$ cat src/rtl/dcm_spi_master_pkg.sv
// Shared types and constants for the DCM SPI master and its users.
package dcm_pkg;

  // Master sequencing states.
  typedef enum logic [2:0] {
    ST_IDLE  = 3'd0,
    ST_SETUP = 3'd1,
    ST_LOW   = 3'd2,
    ST_HIGH  = 3'd3,
    ST_FETCH = 3'd4,
    ST_HOLD  = 3'd5
  } state_t;

  // Command byte fields: bit7 selects write, bit6 selects the channel register.
  localparam logic [7:0] CMD_WRITE  = 8'h80;
  localparam logic [7:0] CMD_CH_SEL = 8'h40;

  // Data bytes in one per-channel frame.
  localparam int FRAME_LEN = 4;

  // Timing defaults, all in clk cycles.
  localparam int CLKDIV_DEFAULT   = 5;
  localparam int SS_SETUP_DEFAULT = 5;
  localparam int SS_HOLD_DEFAULT  = 10;

endpackage

$ cat src/rtl/dcm_spi_master_if.sv
// SPI pin bundle; the master drives select/clock/data, the slave drives miso.
interface dcm_spi_master_if;
  logic spi_ss;
  logic spi_clk;
  logic spi_mosi;
  logic spi_miso;

  modport master (output spi_ss, output spi_clk, output spi_mosi, input spi_miso);
  modport slave  (input spi_ss, input spi_clk, input spi_mosi, output spi_miso);
endinterface

$ cat src/rtl/dcm_spi_clkgen.sv
// Half-period timer for spi_clk. While enabled it alternates a low half and a
// high half of CLKDIV cycles each; rise_tick marks the last cycle of a low half,
// fall_tick the last cycle of a high half. Disabling it rearms a low half.
module dcm_spi_clkgen #(
  parameter int CLKDIV = 5
) (
  input  logic clk,
  input  logic reset,
  input  logic en,
  output logic rise_tick,
  output logic fall_tick
);

  logic [7:0] cnt;
  logic       phase;

  // Down-count each half period, flip phase at terminal count.
  always_ff @(posedge clk) begin
    if (reset || !en) begin
      cnt   <= 8'(CLKDIV - 1);
      phase <= 1'b0;
    end else if (cnt == 8'd0) begin
      cnt   <= 8'(CLKDIV - 1);
      phase <= ~phase;
    end else begin
      cnt <= cnt - 8'd1;
    end
  end

  assign rise_tick = en && (cnt == 8'd0) && !phase;
  assign fall_tick = en && (cnt == 8'd0) && phase;

endmodule

$ cat src/rtl/dcm_spi_master.sv
// SPI master for the DCM: sends a command byte followed by len data bytes,
// MSB first, spi_clk idle high, returning the bytes read back on miso.
//
// state | meaning
// IDLE  | waiting for start, spi_ss high
// SETUP | spi_ss low, waiting SS_SETUP cycles before the first clock
// LOW   | spi_clk low half of a bit, mosi presents the bit
// HIGH  | spi_clk high half of a bit, miso sampled on its last cycle
// FETCH | between bytes, spi_clk held high until tx_valid
// HOLD  | spi_ss high for SS_HOLD cycles before busy drops
module dcm_spi_master
  import dcm_pkg::*;
#(
  parameter int CLKDIV   = CLKDIV_DEFAULT,
  parameter int SS_SETUP = SS_SETUP_DEFAULT,
  parameter int SS_HOLD  = SS_HOLD_DEFAULT
) (
  input  logic       clk,
  input  logic       reset,
  input  logic       start,
  input  logic [7:0] cmd,
  input  logic [7:0] len,
  input  logic [7:0] tx_data,
  input  logic       tx_valid,
  output logic       tx_ready,
  output logic [7:0] rx_data,
  output logic       rx_valid,
  output logic       busy,
  output logic       done,
  dcm_spi_master_if.master spi
);

  state_t     state, state_nxt;
  logic [7:0] cnt;
  logic [7:0] sh;
  logic [7:0] remaining;
  logic [2:0] bit_cnt;
  logic       is_data;
  logic       mosi_q;
  logic       clk_en;
  logic       rise_tick, fall_tick;

  dcm_spi_clkgen #(.CLKDIV(CLKDIV)) u_clkgen (
    .clk      (clk),
    .reset    (reset),
    .en       (clk_en),
    .rise_tick(rise_tick),
    .fall_tick(fall_tick)
  );

  // State register.
  always_ff @(posedge clk) begin
    if (reset) state <= ST_IDLE;
    else       state <= state_nxt;
  end

  // Next-state decode and state-derived strobes.
  always_comb begin
    state_nxt = state;
    clk_en    = 1'b0;
    tx_ready  = 1'b0;
    case (state)
      ST_IDLE:  if (start) state_nxt = ST_SETUP;
      ST_SETUP: if (cnt == 8'd0) state_nxt = ST_LOW;
      ST_LOW: begin
        clk_en = 1'b1;
        if (rise_tick) state_nxt = ST_HIGH;
      end
      ST_HIGH: begin
        clk_en = 1'b1;
        if (fall_tick) begin
          if (bit_cnt != 3'd0)        state_nxt = ST_LOW;
          else if (remaining != 8'd0) state_nxt = ST_FETCH;
          else                        state_nxt = ST_HOLD;
        end
      end
      ST_FETCH: begin
        tx_ready = 1'b1;
        if (tx_valid) state_nxt = ST_LOW;
      end
      ST_HOLD:  if (cnt == 8'd0) state_nxt = ST_IDLE;
      default:  state_nxt = ST_IDLE;
    endcase
  end

  // Datapath: capture, phase timer, shift register, byte countdown, strobes.
  always_ff @(posedge clk) begin
    if (reset) begin
      cnt       <= 8'd0;
      sh        <= 8'd0;
      remaining <= 8'd0;
      bit_cnt   <= 3'd0;
      is_data   <= 1'b0;
      mosi_q    <= 1'b0;
      rx_data   <= 8'd0;
      rx_valid  <= 1'b0;
      done      <= 1'b0;
    end else begin
      rx_valid <= 1'b0;
      done     <= 1'b0;
      case (state)
        ST_IDLE: begin
          if (start) begin
            sh        <= cmd;
            remaining <= len;
            is_data   <= 1'b0;
            bit_cnt   <= 3'd7;
            cnt       <= 8'(SS_SETUP - 1);
          end
        end
        ST_SETUP: begin
          if (cnt == 8'd0) mosi_q <= sh[7];
          else             cnt    <= cnt - 8'd1;
        end
        ST_HIGH: begin
          if (fall_tick) begin
            sh      <= {sh[6:0], spi.spi_miso};
            bit_cnt <= bit_cnt - 3'd1;
            if (bit_cnt != 3'd0) begin
              // sh[6] is the next bit once this shift lands.
              mosi_q <= sh[6];
            end else begin
              if (is_data) begin
                rx_data  <= {sh[6:0], spi.spi_miso};
                rx_valid <= 1'b1;
              end
              if (remaining == 8'd0) cnt <= 8'(SS_HOLD - 1);
            end
          end
        end
        ST_FETCH: begin
          if (tx_valid) begin
            sh        <= tx_data;
            mosi_q    <= tx_data[7];
            remaining <= remaining - 8'd1;
            is_data   <= 1'b1;
          end
        end
        ST_HOLD: begin
          if (cnt == 8'd0) done <= 1'b1;
          else             cnt  <= cnt - 8'd1;
        end
        default: ;
      endcase
    end
  end

  assign busy         = (state != ST_IDLE);
  assign spi.spi_ss   = (state == ST_IDLE) || (state == ST_HOLD);
  assign spi.spi_clk  = (state != ST_LOW);
  assign spi.spi_mosi = mosi_q;

endmodule
$ cat src/flat_wrapper.sv
// flat-port wrapper written by rule: the top's interface ports become plain ports
module dcm_spi_master_flat import dcm_pkg::*;
#(
  parameter int CLKDIV   = CLKDIV_DEFAULT,
  parameter int SS_SETUP = SS_SETUP_DEFAULT,
  parameter int SS_HOLD  = SS_HOLD_DEFAULT
)
  (clk, reset, start, cmd, len, tx_data, tx_valid, tx_ready, rx_data, rx_valid, busy, done, spi_spi_ss, spi_spi_clk, spi_spi_mosi, spi_spi_miso);
  dcm_spi_master_if spi_i ();
  input  logic clk;
  input  logic reset;
  input  logic start;
  input  logic [7:0] cmd;
  input  logic [7:0] len;
  input  logic [7:0] tx_data;
  input  logic tx_valid;
  output logic tx_ready;
  output logic [7:0] rx_data;
  output logic rx_valid;
  output logic busy;
  output logic done;
  output wire logic [$bits(spi_i.spi_ss)-1:0] spi_spi_ss;
  output wire logic [$bits(spi_i.spi_clk)-1:0] spi_spi_clk;
  output wire logic [$bits(spi_i.spi_mosi)-1:0] spi_spi_mosi;
  input wire logic [$bits(spi_i.spi_miso)-1:0] spi_spi_miso;
  assign spi_spi_ss = spi_i.spi_ss;
  assign spi_spi_clk = spi_i.spi_clk;
  assign spi_spi_mosi = spi_i.spi_mosi;
  assign spi_i.spi_miso = spi_spi_miso;
  dcm_spi_master #(.CLKDIV(CLKDIV), .SS_SETUP(SS_SETUP), .SS_HOLD(SS_HOLD)) u_core (.clk(clk), .reset(reset), .start(start), .cmd(cmd), .len(len), .tx_data(tx_data), .tx_valid(tx_valid), .tx_ready(tx_ready), .rx_data(rx_data), .rx_valid(rx_valid), .busy(busy), .done(done), .spi(spi_i));
endmodule
$ cat config.mk
export PLATFORM = sky130hd
export DESIGN_NAME = dcm_spi_master_flat
export DESIGN_NICKNAME = d
export VERILOG_FILES = /design/src/rtl/dcm_spi_master_pkg.sv /design/src/rtl/dcm_spi_master_if.sv /design/src/rtl/dcm_spi_clkgen.sv /design/src/rtl/dcm_spi_master.sv /design/src/flat_wrapper.sv
export SDC_FILE = /design/constraint.sdc
export NUM_CORES = 1
export LEC_CHECK = 0
export ABC_AREA = 1
export CAP_MARGIN = 5
export CORE_MARGIN = 2
export CORE_UTILIZATION = 60
export CTS_BUF_LIST = sky130_fd_sc_hd__clkbuf_4 sky130_fd_sc_hd__clkbuf_8
export CTS_CLUSTER_DIAMETER = 30
export DETAILED_ROUTE_END_ITERATION = 16
export GPL_TIMING_DRIVEN = 0
export PLACE_DENSITY = 0.88
export SLEW_MARGIN = 15
export SYNTH_ARGS = -nofsm -noshare
export SYNTH_HDL_FRONTEND = slang
export SYNTH_SLANG_ARGS = --single-unit
$ cat constraint.sdc
create_clock -name clk -period 2.8 [get_ports clk]
set_clock_uncertainty 0.05 [all_clocks]
set_input_delay 0.56 -clock clk [delete_from_list [all_inputs] [get_ports clk]]
set_output_delay 0.56 -clock clk [all_outputs]
set_load 0.005 [all_outputs]
== Word level (Yosys, flattened, before mapping) ==
Cells that the tools add are included.

* Register bits after elaboration: 51
* Input bits: 29
* Output and inout port bits: 15
* Word-level logic and storage cells: 105

* Add/sub/neg operators: 4
* Equality and inequality tests: 16
* Muxes and demuxes: 37
* Bitwise gates (word level): 5
* Reduce and logical (&&, ||, !) cells: 31

{| class="wikitable"
|+ Operators by type and width
! operator !! number
|-
| two-way mux 8 bit || 10
|-
| case mux 8 bit (3 select lines) || 2
|-
| two-way mux 3 bit || 9
|-
| zero test 8 bit || 3
|-
| subtractor 8 x 1 -> 8 bit, second input constant || 3
|-
| case mux 3 bit (6 select lines) || 1
|-
| case mux 8 bit (2 select lines) || 1
|-
| nonzero test 3 bit || 5
|-
| != test 2 x 1 -> 1 bit, second input constant || 6
|-
| AND reduction 6 bit || 2
|-
| two-way mux 1 bit || 11
|-
| != test 2 bit, second input constant || 4
|-
| AND reduction 4 bit || 2
|-
| nonzero test 8 bit || 1
|-
| OR reduction 2 bit || 4
|-
| equality test 3 x 2 -> 1 bit, second input constant || 2
|-
| equality test 3 bit, second input constant || 2
|-
| case mux 3 bit (2 select lines) || 1
|-
| AND reduction 3 bit || 2
|-
| NOT 1 bit || 5
|-
| AND reduction 5 bit || 1
|-
| nonzero test 2 bit || 2
|-
| OR reduction 4 bit || 1
|-
| equality test 3 x 1 -> 1 bit, second input constant || 1
|-
| 8 further kinds || 12
|}

== Longest topological paths before layout ==
Gate-level depths: netlist (run 1).

* Depth after elaboration: 7
* Mapped depth: 12
* Depth with buffers taken out: 12

== Modules after synthesis ==
Synthesis (run 1) repeated with hierarchy kept, for this count alone.

* Cell total of the unflattened synthesis: 428
* Area total of the unflattened synthesis: 2,905.3 um2

{| class="wikitable"
|+ By module, submodules not included
! module !! times used !! cells each !! area each (um2) !! seq. area each (um2)
|-
| dcm_spi_master || 1 || 367 || 2,421.1 || 840.8
|-
| dcm_spi_clkgen || 1 || 61 || 484.2 || 180.2
|}

== Worst setup path before layout (run 1) ==
Ideal clock, no wire load.

* Path type: flip-flop to flip-flop
* Start point: reg u_core.u_clkgen.cnt[0]
* End point: reg u_core.cnt[6]
* Library setup time: 111 ps
* Arrival time: 1,448 ps
* Required time: 2,639 ps
* Setup slack: 1,190 ps
* Stages on the path, launching flop included: 11
* Path buffers: 1
* Period minus slack after synthesis: 1,610 ps
* Path through: dfxtp_1 -> inv_1 -> ha_1 -> nand2_1 -> nor2_4 -> nand2_2 -> a21oi_4 -> buf_2 -> nand3_1 -> nand2_1 -> nor2_1

* Cells in the longest elaborated chain, start to end: 5

{| class="wikitable"
|+ RTL lines
! item !! line !! source
|-
| start: declaration || dcm_spi_clkgen.sv:14 || <nowiki>logic [7:0] cnt;</nowiki>
|-
| start signal: assignment || dcm_spi_clkgen.sv:20 || <nowiki>cnt <= 8'(CLKDIV - 1);</nowiki>
|-
| start signal: assignment || dcm_spi_clkgen.sv:23 || <nowiki>cnt <= 8'(CLKDIV - 1);</nowiki>
|-
| start signal: assignment || dcm_spi_clkgen.sv:26 || <nowiki>cnt <= cnt - 8'd1;</nowiki>
|-
| zero test 8 bit || dcm_spi_clkgen.sv:31 || <nowiki>assign fall_tick = en && (cnt == 8'd0) && phase;</nowiki>
|-
| logical AND 1 bit (2 in series) || dcm_spi_clkgen.sv:31 ||
|-
| != test 2 x 1 -> 1 bit (no line) || n/a ||
|-
| AND reduction 6 bit (no line) || n/a ||
|-
| end signal: assignment || dcm_spi_master.sv:108 || <nowiki>cnt <= 8'(SS_SETUP - 1);</nowiki>
|-
| end signal: assignment || dcm_spi_master.sv:113 || <nowiki>else cnt <= cnt - 8'd1;</nowiki>
|-
| end signal: assignment || dcm_spi_master.sv:127 || <nowiki>if (remaining == 8'd0) cnt <= 8'(SS_HOLD - 1);</nowiki>
|-
| end: declaration || dcm_spi_master.sv:34 || <nowiki>logic [7:0] cnt;</nowiki>
|}

Every way passes these cells.
A chain may end at the register's enable or synchronous reset.

== Final worst setup path (run 1) ==
* Start point: reg u_core.state[0]
* End point: out tx_ready

* Cells in the longest elaborated chain, start to end: 2

{| class="wikitable"
|+ RTL lines
! item !! line !! source
|-
| start: declaration || dcm_spi_master.sv:33 || <nowiki>state_t state, state_nxt;</nowiki>
|-
| start signal: assignment || dcm_spi_master.sv:54 || <nowiki>else state <= state_nxt;</nowiki>
|-
| equality test 3 bit || dcm_spi_master.sv:62 || <nowiki>case (state)</nowiki>
|-
| two-way mux 1 bit || dcm_spi_master.sv:62 ||
|-
| end: declaration || flat_wrapper.sv:17 || <nowiki>output logic tx_ready;</nowiki>
|}

Every way passes these cells.

==> metrics.yaml, run 1 <==
outcome:
  status: "completed"
yosys:
  synth-simple-area-share_pct: 39.0
  synth_mux_area_share_pct: 0
  post_synth_xor_area_fraction_pct: 1.90
  syn_inst: 429
  yosysWarnings: 0
  synth_enable_flop_cells: 0
  synthFlopType: "dfxtp_1"
  synth-seq-cells: 51
  syn_area_per_cell_um2: 6.45
  synth_top_family_by_area: "simple AND/OR/NAND/NOR gates"
  synth_area_um2: 2770
  yosysUniqueCellTypes: 28
  ys_top_cells_by_count: "nand2_1, nor2_1, dfxtp_1"
  synth-compound-area-share_pct: 11.5
  syn_nets: 465
  ys_seq_area_share_pct: 36.9
  yosys.cell_count.top_type: "nand2_1"
  synth_largest_area_cell: "dfxtp_1"
  synth_top_area_share_pct: 36.9
  postSynth.asyncResetShare_pct: 0
  yosys-top-cells-area: "dfxtp_1, nand2_1, nor2_1"
  synthAdderAreaFrac_pct: 3.17
layout:
  antenna_cells: 0
  nets: 514
  layout.area.seq_um2: 1020
  n_fill_cell: 351
  multi_input_comb_area_um2: 1540
  instances_no_fill: 530
  area_growth_pct: 21.4
  drive_gt1_share_pct: 6.90
  stdcell_area_um2: 3360
global_route:
  first_global_vias: 2686
  grt.total_usage_pct: 27.4
  grt_first_pass_wirelength_mm: 11.4
  grt_overflow: 0
  grt_max_degree: 16
  grt_antenna_before_repair: 0
power_and_ir_drop:
  switchingPower_mw: 1.47
  switching_share_pct: 45.4
  p_seq_share_pct: 32.6
  clockPowerShare_pct: 15.6
  combPwrFrac_pct: 51.8
  peakVddDrop_uv: 523
  p_int_mw: 1.78
  p_per_area_nw_per_um2: 968
  p_leak_nw: 1.49
  power_mw: 3.25
critical_path:
  timing.rr.end: "u_core.cnt[5]$_SDFFE_PP0P_"
  cp.arrival_ns: 1.94
  timing.rr.start: "u_core.bit_cnt[0]$_SDFFE_PP0P_"
  required_ns: 2.19
  worst_setup_path_end_kind: "primary output"
  rrSetupSlack_ns: 0.87
  cp_max_fo: 10
  start_kind: "flop"
  crit_type: "reg -> out"
  r2r_cells: 12
clocking:
  clk_latency_ns: 0.31
  cts_buffers: 5
  clk_pin_slew_ns: 0.09
  cts_tree: "done"
  cts-root-buf: "clkbuf_8"
  ctsHoldBuffers: 0
  cts_setup_buffers: 0
  clock-sinks: 51
  cts_max_path_buffers: 2
  cts_max_level: 2
  ctsResizeCount: 0
placed_design:
  globalplace.congestion: 0.892
  dp.cells: 523
  place_area_um2: 3250
  portBuffers: 42
  dp_hpwl_mm: 5.02
timing:
  drv_slew: 0
  min_period_over_period_pct: 91.2
  timing.setup.tns_ns: 0
  relSlewSlack_pct: 61.3
  rsz0062_at_grt: "false"
  hold_violations: 0
  max_freq_ghz: 0.392
  setup_viol: 0
  finalCriticalPeriod_ns: 2.55
  tightestPinTransition_ns: 0.580
  holdWs_ns: 0.374
routing:
  vias_per_cell: 5.48
  vias: 2906
  ant_nets: 0
  drt_iter0_markers: 254
  wl_per_cell_um: 13.0
  drc: 0
  drtPass1Iterations: 5
  routed_wl_mm: 6.90
floorplan:
  core_um2: 4380
  dieHeight_um: 71.9
  placementRows: 24
  num_io_pins: 44
  dieArea_um2: 5170
  die_w_um: 71.9
  start_util_pct: 63.1
min_path:
  whs_endpoint: "u_core.u_clkgen.cnt[0]$_SDFF_PP0_"
  hold_depth: 1
  holdCritStartpoint: "u_core.u_clkgen.cnt[0]$_SDFF_PP0_"
  hold_path.class: "reg -> reg"
flow_run:
  maxCapViolCount: 0
-- sequential cells by signal (all words and copies together) (netlist names) --
signal,flops
u_core.rx_valid,1
u_core.u_clkgen.phase,1
u_core.state,3
u_core.cnt,8
u_core.sh,8
u_core.rx_data,8
u_core.bit_cnt,3
u_core.remaining,8
u_core.spi.spi_mosi,1
u_core.u_clkgen.cnt,8
u_core.is_data,1
u_core.done,1
-- layout make-up --
| class | count | area share [%] |
|---|---|---|
| Tap cell | 52 | 1.94 |
| Sequential cell | 51 | 30.4 |
| Multi-Input combinational cell | 325 | 45.8 |
| Inverter | 43 | 4.81 |
| Timing Repair Buffer | 42 | 12.5 |
| Buffer | 10 | 1.34 |
| Clock inverter | 2 | 1.12 |
| Clock buffer | 5 | 2.05 |
-- cells in the final DEF, fill, tap and decap left out, types with 2 or more instances in the layout --
| master | instances |
|---|---|
| nand4_1 | 2 |
| nand2_2 | 4 |
| buf_2 | 3 |
| nand2_1 | 99 |
| nor2_2 | 3 |
| nor2_1 | 86 |
| or2_2 | 2 |
| dfxtp_1 | 51 |
| clkdlybuf4s50_1 | 42 |
| nor2_4 | 4 |
| clkbuf_1 | 6 |
| inv_1 | 36 |
| ha_1 | 7 |
| o21ai_1 | 2 |
| xor2_1 | 5 |
| a21oi_1 | 22 |
| o21ai_0 | 32 |
| inv_2 | 7 |
| nand3_1 | 48 |
| clkbuf_8 | 5 |
-- worst max-delay path: stages, from the launching register on --
cell	delay, ns
dfxtp_1	0.36
nor2_2	0.19
nand2_1	0.13
inv_2	0.18
buf_2	0.25
clkdlybuf4s50_1	0.53
-- power by group through the flow --
stage | Clock [mW] | Combinational, mW | Sequential (mW)
6_report | 0.508 | 1.68 | 1.06
5_1_grt | 0.541 | 1.90 | 1.08
4_1_cts | 0.511 | 1.66 | 1.05
3_5_place_dp | 0 | 1.64 | 1.07
3_3_place_gp | 0 | 1.58 | 1.06
2_1_floorplan | 0 | 1.25 | 1.04
-- metrics by stage --
stage	setup slack [ns]	util [%]
final	0.246	76.6
after global routing	0.163	76.6
after CTS	0.251	76.6
after detailed placement	0.609	74.1
after global placement	0.604	74.1
after floorplan	1.19	-
-- cells by family after synthesis --
kind of cell               Yosys count
and+or+nand+nor                    252
AOI/OAI and AO/OA                   60
DFF                                 51
adders and majority gates            7
buffers and inverters               53
xor gates and xnor gates             6
-- how the worst max path moves through the flow --
stage / from / end / slack [ns] / cells past startpoint
finish: u_core.state[0]$_SDFFE_PP0P_ / tx_ready / 0.25 / 5
global route: u_core.state[1]$_SDFFE_PP0P_ / tx_ready / 0.16 / 5
CTS: u_core.state[0]$_SDFFE_PP0P_ / tx_ready / 0.25 / 5
detailed placement: u_core.state[0]$_SDFFE_PP0P_ / tx_ready / 0.61 / 5
global placement: u_core.state[0]$_SDFFE_PP0P_ / tx_ready / 0.60 / 5
floorplan: u_core.u_clkgen.cnt[0]$_SDFF_PP0_ / u_core.cnt[6]$_SDFFE_PP0P_ / 1.19 / 10
-- metal layers --
layer	share of wire (%)	GRT usage, %	vias up
met5	0	0	-
met4	2.2	10.3	0
met3	4.9	5.20	15
met2	50	48.1	90
met1	43	33.0	1334
li1	-	-	1467
No activity file was read; power rests on OpenSTA's default activity.
==> run 2: changes to the inputs <==
--- a/config.mk
+++ b/config.mk
@@ -11,6 +11,7 @@
 export CORE_UTILIZATION = 60
 export CTS_BUF_LIST = sky130_fd_sc_hd__clkbuf_4 sky130_fd_sc_hd__clkbuf_8
 export CTS_CLUSTER_DIAMETER = 30
+export CTS_CLUSTER_SIZE = 12
 export DETAILED_ROUTE_END_ITERATION = 16
 export GPL_TIMING_DRIVEN = 0
 export PLACE_DENSITY = 0.88
==> constraint.sdc (replaced) <==
create_clock -name clk -period 2.8 [get_ports clk]
set_clock_uncertainty 0.05 [all_clocks]
set_input_delay 0.56 -clock clk [delete_from_list [all_inputs] [get_ports clk]]
set_output_delay 0.56 -clock clk [all_outputs]
set_load 0.02 [all_outputs]
==> results of run 2 <==
The final DEF is identical to that of run 1. Status: completed.
Main changes from that run: setup slack after placement 0.609 ns -> 0.506 ns; setup slack after layout 0.246 ns -> 0.142 ns; total power 3.25 mW -> 3.29 mW; worst IR drop on VDD 523 uV -> 524 uV
